$ cat config.mk
export PLATFORM = sky130hd
export DESIGN_NAME = mips_multicycle_core
export DESIGN_NICKNAME = d
export VERILOG_FILES = /design/src/rtl/mips_multicycle_core.sv
export SDC_FILE = /design/constraint.sdc
export NUM_CORES = 1
export LEC_CHECK = 0
export BUFFER_PORTS_ARGS = -buffer_cell sky130_fd_sc_hd__buf_2
export CAP_MARGIN = 40
export CORE_MARGIN = 5
export CORE_UTILIZATION = 44
export CTS_CLUSTER_DIAMETER = 150
export CTS_CLUSTER_SIZE = 20
export DETAILED_ROUTE_END_ITERATION = 10
export PLACE_DENSITY = 0.65
export SETUP_SLACK_MARGIN = 0.2
export SLEW_MARGIN = 25
export SYNTH_ARGS = -nofsm -noshare
export SYNTH_HDL_FRONTEND = slang
export SYNTH_SLANG_ARGS = --single-unit
$ cat constraint.sdc
create_clock -name clk -period 4.7 [get_ports clk]
set_clock_uncertainty 0.2 [all_clocks]
set_input_delay 0.705 -clock clk [delete_from_list [all_inputs] [get_ports clk]]
set_output_delay 0.705 -clock clk [all_outputs]
set_load 0.005 [all_outputs]
$ cat src/rtl/mips_multicycle_core.sv
// Multi-cycle MIPS-subset core: six states per instruction, with internal imem/dmem
// that a host loads while the core is idle. Reports registers[OUT_REG] at halt.
module mips_multicycle_core #(
  parameter int DATA_W     = 8,
  parameter int IMEM_DEPTH = 16,
  parameter int DMEM_DEPTH = 8,
  parameter int OUT_REG    = 4,
  localparam int PC_W      = $clog2(IMEM_DEPTH),
  localparam int DA_W      = $clog2(DMEM_DEPTH)
) (
  input  logic              clk,
  input  logic              rst_n,
  input  logic              ld_imem_we,
  input  logic              ld_dmem_we,
  input  logic [PC_W-1:0]   ld_addr,
  input  logic [31:0]       ld_data,
  input  logic [PC_W:0]     prog_len,
  input  logic              start,
  output logic              busy,
  output logic              done,
  output logic              err,
  output logic [DATA_W-1:0] out,
  output logic [15:0]       retired
);
  typedef enum logic [2:0] {
    S_IDLE, S_FETCH, S_DECODE, S_READ, S_EXEC, S_MEM, S_WB, S_HALT
  } state_t;

  logic [31:0]       imem [IMEM_DEPTH];
  logic [DATA_W-1:0] dmem [DMEM_DEPTH];
  logic [DATA_W-1:0] regs_q [32];

  state_t            state_q, state_d;
  logic [PC_W-1:0]   pc_q, npc_q, npc_d, pc_inc;
  logic [PC_W:0]     len_q;
  logic [31:0]       ir_q;
  logic [DATA_W-1:0] a_q, b_q, alu_q, alu_d, mdr_q, out_q;
  logic              errp_q, done_q, err_q;
  logic [15:0]       retired_q;

  logic [5:0]        op, funct;
  logic [4:0]        rs, rt, rd, wr_idx;
  logic [15:0]       imm;
  logic              is_addu, is_subu, is_slt, is_jr, is_addiu, is_beq, is_bne;
  logic              is_lw, is_sw, is_j, is_jal, valid, wr_en, wb_we, idle;
  logic [DATA_W-1:0] simm, wr_val, halt_out;
  logic [PC_W-1:0]   simm_pc;
  logic [DA_W-1:0]   maddr, ld_da;

  assign op    = ir_q[31:26];
  assign rs    = ir_q[25:21];
  assign rt    = ir_q[20:16];
  assign rd    = ir_q[15:11];
  assign funct = ir_q[5:0];
  assign imm   = ir_q[15:0];

  assign is_addu  = (op == 6'd0) && (funct == 6'd33);
  assign is_subu  = (op == 6'd0) && (funct == 6'd35);
  assign is_slt   = (op == 6'd0) && (funct == 6'd42);
  assign is_jr    = (op == 6'd0) && (funct == 6'd8);
  assign is_addiu = (op == 6'd9);
  assign is_beq   = (op == 6'd4);
  assign is_bne   = (op == 6'd5);
  assign is_lw    = (op == 6'd35);
  assign is_sw    = (op == 6'd43);
  assign is_j     = (op == 6'd2);
  assign is_jal   = (op == 6'd3);
  assign valid    = is_addu | is_subu | is_slt | is_jr | is_addiu | is_beq | is_bne
                  | is_lw | is_sw | is_j | is_jal;

  assign wr_en  = is_addu | is_subu | is_slt | is_addiu | is_lw | is_jal;
  assign wr_idx = is_jal ? 5'd31 : ((is_addiu | is_lw) ? rt : rd);
  assign wr_val = is_lw ? mdr_q : alu_q;
  assign wb_we  = (state_q == S_WB) && !errp_q && wr_en && (wr_idx != 5'd0);
  // Last instruction's writeback lands on the same edge as the halt capture.
  assign halt_out = (wb_we && (wr_idx == 5'(OUT_REG))) ? wr_val : regs_q[OUT_REG];

  assign simm    = DATA_W'($signed(imm));
  assign simm_pc = PC_W'($signed(imm));
  assign pc_inc  = pc_q + PC_W'(1);
  assign maddr   = DA_W'(alu_q);
  assign ld_da   = DA_W'(ld_addr);
  assign idle    = (state_q == S_IDLE) || (state_q == S_HALT);

  always_comb begin
    alu_d = a_q + b_q;
    if (is_subu)                       alu_d = a_q - b_q;
    else if (is_slt)                   alu_d = DATA_W'($signed(a_q) < $signed(b_q));
    else if (is_addiu | is_lw | is_sw) alu_d = a_q + simm;
    else if (is_jal)                   alu_d = DATA_W'(pc_inc);

    npc_d = pc_inc;
    if (!valid)                                        npc_d = pc_q;
    else if (is_j | is_jal)                            npc_d = PC_W'(ir_q[25:0]);
    else if (is_jr)                                    npc_d = PC_W'(a_q);
    else if ((is_beq && a_q == b_q) || (is_bne && a_q != b_q)) npc_d = pc_inc + simm_pc;
  end

  always_comb begin
    state_d = state_q;
    case (state_q)
      S_IDLE, S_HALT: if (start) state_d = (prog_len == '0) ? S_HALT : S_FETCH;
      S_FETCH:  state_d = S_DECODE;
      S_DECODE: state_d = S_READ;
      S_READ:   state_d = S_EXEC;
      S_EXEC:   state_d = S_MEM;
      S_MEM:    state_d = S_WB;
      S_WB:     state_d = (errp_q || ({1'b0, npc_q} >= len_q)) ? S_HALT : S_FETCH;
      default:  state_d = S_IDLE;
    endcase
  end

  always_ff @(posedge clk or negedge rst_n) begin
    if (!rst_n) begin
      state_q   <= S_IDLE;
      pc_q      <= '0;
      npc_q     <= '0;
      len_q     <= '0;
      ir_q      <= '0;
      a_q       <= '0;
      b_q       <= '0;
      alu_q     <= '0;
      mdr_q     <= '0;
      out_q     <= '0;
      errp_q    <= 1'b0;
      done_q    <= 1'b0;
      err_q     <= 1'b0;
      retired_q <= '0;
      for (int unsigned i = 0; i < 32; i++) regs_q[i] <= '0;
    end else begin
      state_q <= state_d;
      case (state_q)
        S_IDLE, S_HALT: if (start) begin
          pc_q      <= '0;
          retired_q <= '0;
          err_q     <= 1'b0;
          len_q     <= prog_len;
          done_q    <= (prog_len == '0);
          if (prog_len == '0) out_q <= regs_q[OUT_REG];
        end
        S_FETCH:  ir_q   <= imem[pc_q];
        S_DECODE: errp_q <= !valid;
        S_READ: begin
          a_q <= regs_q[rs];
          b_q <= regs_q[rt];
        end
        S_EXEC: begin
          alu_q <= alu_d;
          npc_q <= npc_d;
        end
        S_MEM: if (is_lw) mdr_q <= dmem[maddr];
        S_WB: begin
          if (!errp_q) begin
            pc_q <= npc_q;
            if (retired_q != '1) retired_q <= retired_q + 16'd1;
          end
          if (wb_we) regs_q[wr_idx] <= wr_val;
          if (state_d == S_HALT) begin
            done_q <= 1'b1;
            err_q  <= errp_q;
            out_q  <= halt_out;
          end
        end
        default: ;
      endcase
    end
  end

  always_ff @(posedge clk) begin
    if (idle && ld_imem_we) imem[ld_addr] <= ld_data;
    if (idle && ld_dmem_we) dmem[ld_da] <= ld_data[DATA_W-1:0];
    else if ((state_q == S_MEM) && is_sw && !errp_q) dmem[maddr] <= b_q;
  end

  assign busy    = !idle;
  assign done    = done_q;
  assign err     = err_q;
  assign out     = out_q;
  assign retired = retired_q;
endmodule
## Word level (Yosys, flattened, before mapping)

Memories as Yosys holds them, arrays and structs flattened. A register that Yosys moved wholly into a read port is not among the register bits.
Index checks and enable logic that the tools add are counted.

| operators by class | value |
|---|---|
| div/mod/pow operators | 0 |
| add/subtract/negate cells | 6 |
| order comparisons | 6 |
| shift operators | 0 |
| muxes and demuxes | 52 |
| bitwise logic cells | 19 |
| reduce and logical (&&, ||, !) cells | 37 |
| multiply operators | 0 |
| eq/ne operators | 28 |

Operator list:

| operator | count |
|---|---|
| bitwise mux 256 bit | 1 |
| two-way mux 8 bit | 15 |
| binary-select mux 8 bit (select 5 bit) | 2 |
| two-way mux 16 bit | 3 |
| demux 8 bit (select 5 bit) | 1 |
| one-hot mux 16 bit (2 select lines) | 1 |
| equality test 6 bit (second input constant) | 5 |
| two-way mux 4 bit | 6 |
| one-hot mux 3 bit (7 select lines) | 1 |
| >= comparator 6 bit (second input constant) | 3 |
| NOT 5 -> 6 bit | 3 |
| adder 16 x 1 -> 16 bit (second input constant) | 1 |
| adder 8 bit | 2 |
| inequality test 16 bit (second input constant) | 1 |
| OR 1 bit | 16 |
| one-hot mux 8 bit (2 select lines) | 1 |
| equality test 3 bit (second input constant) | 5 |
| logical AND 1 bit | 15 |
| equality test 6 x 2 -> 1 bit (second input constant) | 2 |
| equality test 6 x 3 -> 1 bit (second input constant) | 2 |
| equality test 6 x 4 -> 1 bit (second input constant) | 2 |
| two-way mux 1 bit | 12 |
| two-way mux 3 bit | 4 |
| two-way mux 5 bit | 2 |
| other kinds (27) | 42 |

| storage, ports and cells | value |
|---|---|
| bits in registers | 323 |
| memories | 2 |
| word-level logic and storage cells | 194 |
| output and inout bits | 27 |
| memory bits (read-only) | 0 |
| input port bits | 46 |
| bits in writable memories | 576 |
| latch bits | 0 |

Memory list:

| memory | words | width | read ports | clocked after memory_dff | wr ports | line | text |
|---|---|---|---|---|---|---|---|
| imem | 16 | 32 | 1 | 1 | 1 | 29 | `logic [31:0] imem [IMEM_DEPTH];` |
| dmem | 8 | 8 | 1 | 1 | 1 | 30 | `logic [DATA_W-1:0] dmem [DMEM_DEPTH];` |

## Depth between registers and ports, before layout

Gate-level depths: netlist of the first run.

| depth | value |
|---|---|
| depth in word-level cells | 13 |
| mapped depth | 12 |

## Worst setup path before layout of the first run

No wires, ideal clock.

| timing | value |
|---|---|
| path type | flip-flop to flip-flop |
| start | reg state_q[1] |
| end | mem imem[0][0] (enable) |
| data arrival time | 3,502 ps |
| setup slack | 547 ps |
| cell stages (with the launch flop) | 7 |
| clock period less this slack | 4,153 ps |
| library setup time | 451 ps |
| cells stage by stage | dfrtp_1 nor3_1 or2_2 clkbuf_1 nand2_1 or3_1 nor3_1 |

| between the ends | value |
|---|---|
| longest elaborated chain between the ends | 5 |

Ends and longest elaborated chain:

| element | line | text |
|---|---|---|
| from (decl) | 33 | `state_t state_q, state_d;` |
| from (signal assigned) | 131 | `state_q <= state_d;` |
| equality test 3 bit / zero test 3 bit (equally long branches) | 83 | `assign idle = (state_q == S_IDLE) \|\| (state_q == S_HALT);` |
| logical OR 1 bit * | 83 |  |
| logical AND 1 bit * | 170 | `if (idle && ld_imem_we) imem[ld_addr] <= ld_data;` |
| two-way mux 1 bit * | 170 |  |
| two-way mux 1 bit (implied by the code) * | 170 |  |
| to (decl) | 29 |  |

Mark *: on every way between the ends. The rest lies on a longest branch, timed or not.

## Worst setup path after layout of the first run

| timing | value |
|---|---|
| start | reg ir_q[29] (read register of imem) |
| end | reg regs_q[191] in the netlist's numbering |

| between the ends | value |
|---|---|
| longest elaborated chain between the ends | 10 |

Ends and longest elaborated chain:

| element | line | text |
|---|---|---|
| from (decl) | 36 | `logic [31:0] ir_q;` |
| equality test 6 x 4 -> 1 bit, or another cell as far along | 61 | `assign is_addiu = (op == 6'd9);` |
| OR 1 bit, or another cell as far along | 72 | `assign wr_idx = is_jal ? 5'd31 : ((is_addiu \| is_lw) ? rt : rd);` |
| two-way mux 5 bit / OR 1 bit (equally long branches) (2 in a row) | 72, 71 |  |
| NOT 5 -> 6 bit (implied by the code) / OR 1 bit (equally long branches) | 157, 71 |  |
| >= comparator 6 bit (implied by the code), or another cell as far along | 157 | `if (wb_we) regs_q[wr_idx] <= wr_val;` |
| logical AND 1 bit (implied by the code) / OR 1 bit (equally long branches) | 157, 71 |  |
| two-way mux 8 bit (implied by the code) / logical AND 1 bit (equally long branches) | 157, 74 |  |
| demux 8 bit (select 5 bit) / logical AND 1 bit (equally long branches) | 157, 74 |  |
| bitwise mux 256 bit / AND reduction 2 bit (equally long branches) | n/a |  |
| to (signal, indexed assignment) | 157 |  |
| to (decl) | 31 | `logic [DATA_W-1:0] regs_q [32];` |

Several ways; a longest one is shown, not always the timed one.
A chain may end at the register's enable or synchronous reset.

==> results of run 1 <==
flip-flops by register name, indices dropped and copies added, names as in the netlist, 4 cells and up:
signal	flops
imem	464
regs_q	256
dmem	64
ir_q	29
retired	16
a_q	8
alu_q	8
b_q	8
mdr_q	8
out	8
len_q	5
npc_q	4
pc_q	4
power breakdown:
group	total [mW]	leakage (nW)	internal, mW	switching (mW)
Sequential	9.40	9.69	8.64	0.761
Clock	4.59	0.694	2.05	2.53
Combinational	5.34	5.62	2.29	3.05
Total	19.3	16.0	13.0	6.34
metrics by stage:
step / setup slack (ps) / util / total power [mW] / hold slack [ps]
CTS: 951 / 0.480 / 19.5 / 46.0
finish: 837 / 0.482 / 19.3 / 81.2
global placement: 1030 / 0.463 / 14.8 / 176
global route: 714 / 0.482 / 20.3 / 71.5
detailed placement: 987 / 0.464 / 14.9 / 184
floorplan: 547 / - / 13.1 / 209
cell families after synthesis:
kind of cell | count (synthesis) | synth area share
adders and majority gates | 35 | 0.0117
muxes | 609 | 0.244
and+or+nand+nor | 412 | 0.0491
AOI/OAI and AO/OA | 292 | 0.0482
xor gates and xnor gates | 21 | 0.00460
buffers and inverters | 209 | 0.0200
DFF | 888 | 0.622
cell usage after synthesis (all sizes together) (5+ instances only):
master and n:
a21oi 34, nand3 23, ha 31, xnor2 15, o221ai 58, nor2b 5
nor4 10, dfrtp 360, edfxtp 528, nand2 173, o21a 7, or2 7
mux4 267, mux2i 75, nand3b 6, mux2 267, xor2 6, a211oi 10
nand2b 16, buf 41, or4b 7, a31oi 20, nor2 85, and2 8
o21ai 119, inv 33, nand4 6, nor3 27, and3 6, clkbuf 134
or3 13, a21o 8
worst max-delay path: cells and delay by family, from the launching register on:
family	cells	cell delay, ps
compound gates	2	1010
mux	1	410
simple gates	3	1540
flops	1	560
layout make-up:
| class | count | area [sq um] | share of cell area |
|---|---|---|---|
| sequential | 888 | 24900 | 0.573 |
| multi-input combinational | 1369 | 14400 | 0.332 |
| antenna | 3 | 7.51 | 0.000173 |
| tap | 1176 | 1470 | 0.0339 |
| clock inverter | 3 | 76.3 | 0.00176 |
| timing repair buffer | 144 | 1030 | 0.0238 |
| inverter | 34 | 128 | 0.00294 |
| clock buffer | 81 | 1390 | 0.0320 |
per-layer routing:
layer / part of all wire / vias up / track usage
met3: 0.051 / 123 / 0.0239
met4: 0.019 / 2 / 0.0431
met5: 0.00013 / - / 0
met2: 0.50 / 631 / 0.334
li1: - / 9697 / -
met1: 0.43 / 12100 / 0.283
what timing repair did:
item                                    in CTS  in global routing
endpoints found under the setup margin       0                  0
hold buffers                                 1                  0
setup buffers                                0                  0
hold endpoints to repair                    93                  0
final timing paths:
check,endpoint,depth (start not counted),from,slack [ps]
worst max-delay path,regs_q[191]$_DFFE_PN0P_,6,ir_q[29]$_DFFE_PN0P_,840
min in group asynchronous,mdr_q[0]$_DFFE_PN0P_,2,rst_n,470
worst min-delay path,len_q[2]$_DFFE_PN0P_,3,prog_len[2],80
worst max register to register,regs_q[191]$_DFFE_PN0P_,6,ir_q[29]$_DFFE_PN0P_,840
max in group asynchronous,regs_q[227]$_DFFE_PN0P_,3,rst_n,2680
worst min register to register,regs_q[251]$_DFFE_PN0P_,0,regs_q[251]$_DFFE_PN0P_,210
==> results.md, run 1 <==
* DRC at 0
* Distinct cells, synth at 68
* CP endpoint kind: flop
* Fill cells at 7516
* Initial cell density of the core at 0.443
* Core footprint at 90100 sq um
* Sequential area share after synthesis at 0.622
* Post-synth EDFFs at 528
* YS warnings at 0
* RePlAce Congestion at 0.875
* Die H at 311 microns
* Vias in the first global route at 23300
* FFs w/ async S/R, synth at 0.405
* Final setup fails at 0
* CTS clk-pin slew, worst paths at 80 ps
* Worst-Skew Late Latency at 660 ps
* Dpl cell area at 41800 sq um
* Top Ports at 73
* Die width at 311 microns
* Status: complete, no violations
* Cell area after synthesis at 40000 sq um
* Slew of the pin with the lowest slew margin at 830 ps
* Most area-consuming cells after synthesis: edfxtp_1, dfrtp_1, mux4_2, mux2_2, mux2i_1
* Max Cap Viol at 0
* Routed len/inst at 26.3 microns
* CP max stage delay at 670 ps
* Synthesized instance count at 2466
* Final wirelength at 97400 microns
* Register bit total from synthesis at 888
* Peak supply drop at 0.342 mV
* Leading cell type in the layout, fill and taps excluded: edfxtp_1
* Mapped Nets at 2547
* Total iterations of the first detailed-routing run at 5
* Post-synth top area cell: edfxtp_1
* Worst path required time at 5020 ps
* Grt ovf at 0
* Final #Nets at 2568
* Layout area overhead at 8.64%
* Worst-path maximum fanout at 11
* Via density at 6.09
* RSZ-0062 raised after global routing: no
* Power density over cell area at 445 nW/um^2
* Drt initial violations at 2215
* Half-perimeter wire length after placement at 62500 microns
* Commonest non-fill, non-tap cells in the layout: edfxtp_1, dfrtp_1, mux4_2, mux2_2, nand2_1
* Synth top area share at 0.397
* Sum Neg Setup Slack at 0 ps
* Crit start category: flop
* Resized Gates After CTS at 0
* First-pass GRT wire length at 149000 microns
* Hold Crit Class: in2reg
* Max stage delay cell, worst path: a2111oi_4
* Fin area at 43400 sq um
* Via count at 22500
* Clk sinks at 888
* Initial antenna violation count at 5
* Final ANT Viol Nets at 0
* Placed insts at 3596
* Die Area at 97000 sq um
* Final hold viol count at 0
* Kind of critical path: reg2reg
* Number of core rows at 110
* Ys flop type: edfxtp_1
* Slew headroom at 0.445
* Pin count of the biggest net entering global routing at 98
* Fmax at 259 MHz
* Root Buffer Master: clkbuf_16
* Leakage power total at 16.0 nW
* Post-Syn Area per Cell at 16.2 sq um
* Fin. max-slew vios at 0
* TritonCTS Buffers at 50
* Data arrival, critical path at 4180 ps
* Maximum clock path buffer count at 3
* Crit-path cells: or3b_1 > a21o_1 > a2111oi_4 > and2_0 > and2_1 > mux2_2
* CTS tree: done
* PortBufs at 69
* Fin crit period at 3860 ps
* Finished Layout Cells at 3698
* Period utilization at 0.822
* H-Tree Depth at 2
* Tot GR Track Use at 0.199
* Layout cells sized above 1 at 0.306
(Power assumes the default switching activity.)
==> inputs of run 2 (changes only) <==
--- a/config.mk
+++ b/config.mk
@@ -12,7 +12,7 @@
 export CTS_CLUSTER_DIAMETER = 150
 export CTS_CLUSTER_SIZE = 20
 export DETAILED_ROUTE_END_ITERATION = 10
-export PLACE_DENSITY = 0.65
+export PLACE_DENSITY = 0.67
 export SETUP_SLACK_MARGIN = 0.2
 export SLEW_MARGIN = 25
 export SYNTH_ARGS = -nofsm -noshare
==> constraint.sdc (replaced) <==
create_clock -name clk -period 3.35 [get_ports clk]
set_clock_uncertainty 0.2 [all_clocks]
set_input_delay 0.5025 -clock clk [delete_from_list [all_inputs] [get_ports clk]]
set_output_delay 0.5025 -clock clk [all_outputs]
set_load 0.005 [all_outputs]
==> results.md, run 2 (synthesis gave the netlist of run 1 again) <==
* Status: complete, no violations (unchanged)
* Worst-Skew Late Latency at 670 ps (was 660 ps)
* Slew of the pin with the lowest slew margin at 865 ps (was 830 ps)
* PortBufs at 69 (unchanged)
* Top Ports at 73 (unchanged)
* Most flop-heavy register: imem (unchanged)
* Power Total at 27.6 mW (was 19.3 mW)
* Peak supply drop at 0.526 mV (was 0.342 mV)
* Final hold viol count at 0 (unchanged)
* Commonest non-fill, non-tap cells in the layout: edfxtp_1, dfrtp_1, mux4_2, mux2_2, nand2_1 (unchanged)
* Finished Layout Cells at 3803 (was 3698)
* Hold Crit Class: in2reg (unchanged)
* Die width at 311 microns (unchanged)
* Final wirelength at 97900 microns (was 97400 microns)
* Grt ovf at 0 (unchanged)
* Period utilization at 0.937 (was 0.822)
* Placed insts at 3677 (was 3596)
* Via density at 6.01 (was 6.09)
* CP endpoint kind: flop (unchanged)
* Final #Nets at 2675 (was 2568)
* Total iterations of the first detailed-routing run at 5 (unchanged)
* Max reg flops at 464 (unchanged)
* Final core utilization at 0.495 (was 0.482)
* RSZ-0062 raised after global routing: yes (was no)
* Root Buffer Master: clkbuf_16 (unchanged)
* DRC at 0 (unchanged)
* Data arrival, critical path at 3440 ps (was 4180 ps)
* Via count at 22900 (was 22500)
* CTS clk-pin slew, worst paths at 80 ps (about the same)
* TritonCTS Buffers at 50 (unchanged)
* Worst-path maximum fanout at 9 (was 11)
* Kind of critical path: reg2reg (unchanged)
* Initial cell density of the core at 0.443 (unchanged)
* Worst path required time at 3650 ps (was 5020 ps)
* Dpl cell area at 42800 sq um (was 41800 sq um)
* Pin count of the biggest net entering global routing at 68 (was 98)
* Leading cell type in the layout, fill and taps excluded: edfxtp_1 (unchanged)
* Clk sinks at 888 (unchanged)
* Vias in the first global route at 23400 (was 23300)
* Layout cells sized above 1 at 0.329 (was 0.306)
* Final ANT Viol Nets at 0 (unchanged)
* Fin area at 44600 sq um (was 43400 sq um)
* Final setup fails at 0 (unchanged)
* Fmax at 319 MHz (was 259 MHz)
* Fin. max-slew vios at 0 (unchanged)
* Fin crit period at 3140 ps (was 3860 ps)
* Largest regs: imem (464), regs_q (256), dmem (64) (unchanged)
* RePlAce Congestion at 0.867 (was 0.875)
* Leakage power total at 16.6 nW (was 16.0 nW)
* Slew headroom at 0.417 (was 0.445)
* Die Area at 97000 sq um (unchanged)
* Post-route setup slack at 211 ps (was 837 ps)
* Initial antenna violation count at 9 (was 5)
* CTS tree: done (unchanged)
* Setup WS pre-CTS at 160 ps (was 987 ps)
* Max Cap Viol at 0 (unchanged)
* Number of core rows at 110 (unchanged)
* Core footprint at 90100 sq um (unchanged)
* Routed len/inst at 25.7 microns (was 26.3 microns)
* Layout area overhead at 11.7% (was 8.64%)
* Crit start category: flop (unchanged)
* Power density over cell area at 619 nW/um^2 (was 445 nW/um^2)
* Die H at 311 microns (unchanged)
* Drt initial violations at 2053 (was 2215)
* H-Tree Depth at 2 (unchanged)
* Maximum clock path buffer count at 3 (unchanged)
* Tot GR Track Use at 0.199 (about the same)
* Half-perimeter wire length after placement at 63500 microns (was 62500 microns)
* First-pass GRT wire length at 149000 microns (about the same)
## run 2: cell count changes in the layout (fill, tap and decap cells not counted), moves of 2 or more
cell,previous run,this run
and2_2,0,2
buf_12,8,32
buf_2,71,73
buf_4,57,113
clkbuf_1,30,27
dlygate4sd3_1,1,29
nand2_1,172,169
nand2_2,1,4
nor3_2,4,0
nor3_4,0,4
## run 2: path summary, 6_finish.rpt
check,start,slack (ps),depth (start not counted),to
setup / recovery,ir_q[31]$_DFFE_PN0P_,210,6,regs_q[104]$_DFFE_PN0P_
hold / removal,ld_data[2],50,1,imem[5][2]$_DFFE_PP_
setup reg to reg,ir_q[31]$_DFFE_PN0P_,210,6,regs_q[104]$_DFFE_PN0P_
hold reg to reg,regs_q[253]$_DFFE_PN0P_,210,0,regs_q[253]$_DFFE_PN0P_
max in group asynchronous,rst_n,1780,3,regs_q[62]$_DFFE_PN0P_
min in group asynchronous,rst_n,230,2,regs_q[113]$_DFFE_PN0P_
## run 2: area by class of cell
type / instances / area [sq um]
Antenna cell: 4 / 10.0
Timing Repair Buffer: 251 / 2200
Fill cell: 7364 / 45500
Inverter: 34 / 128
Sequential cell: 888 / 24900
Clock buffer: 77 / 1350
Tap cell: 1176 / 1470
Clock inverter: 4 / 92.6
Multi-Input combinational cell: 1369 / 14500
## run 2: stage by stage
| stage | TNS (ps) | hold slack [ps] |
|---|---|---|
| after floorplan | -4570 | 6.91 |
| after global placement | 0 | 176 |
| after detailed placement | 0 | 190 |
| after CTS | 0 | 5.82 |
| after global routing | 0 | 21.5 |
| final | 0 | 52.4 |
## run 2: repair_timing
action,4_1_cts,5_1_grt
endpoints found under the setup margin,73,126
endpoints found under the hold margin,406,0
setup buffers,0,4
hold buffers,29,0
pin swaps,0,2
gates resized for setup,6,13
## run 2: metal layers
metal,routed length [microns],part of all wire,vias up,global-route usage
li1,-,-,9927,-
met1,41100,0.42,12100,0.278
met2,48100,0.49,711,0.329
met3,5920,0.060,131,0.0316
met4,2790,0.029,4,0.0559
met5,21,0.00021,-,0
## run 2: worst max-delay path, stage by stage (launching register included)
cell and delay [ps]:
dfrtp_2 480, or3b_1 420, a21o_2 270, or4b_1 540
a21oi_2 320, nand2_1 360, mux2_2 390
## run 2: power by group
part | total [mW] | switching (mW) | internal (mW) | leakage (nW)
logic | 8.52 | 4.89 | 3.63 | 6.22
registers | 12.8 | 0.639 | 12.1 | 9.69
clock network | 6.34 | 3.52 | 2.83 | 0.685
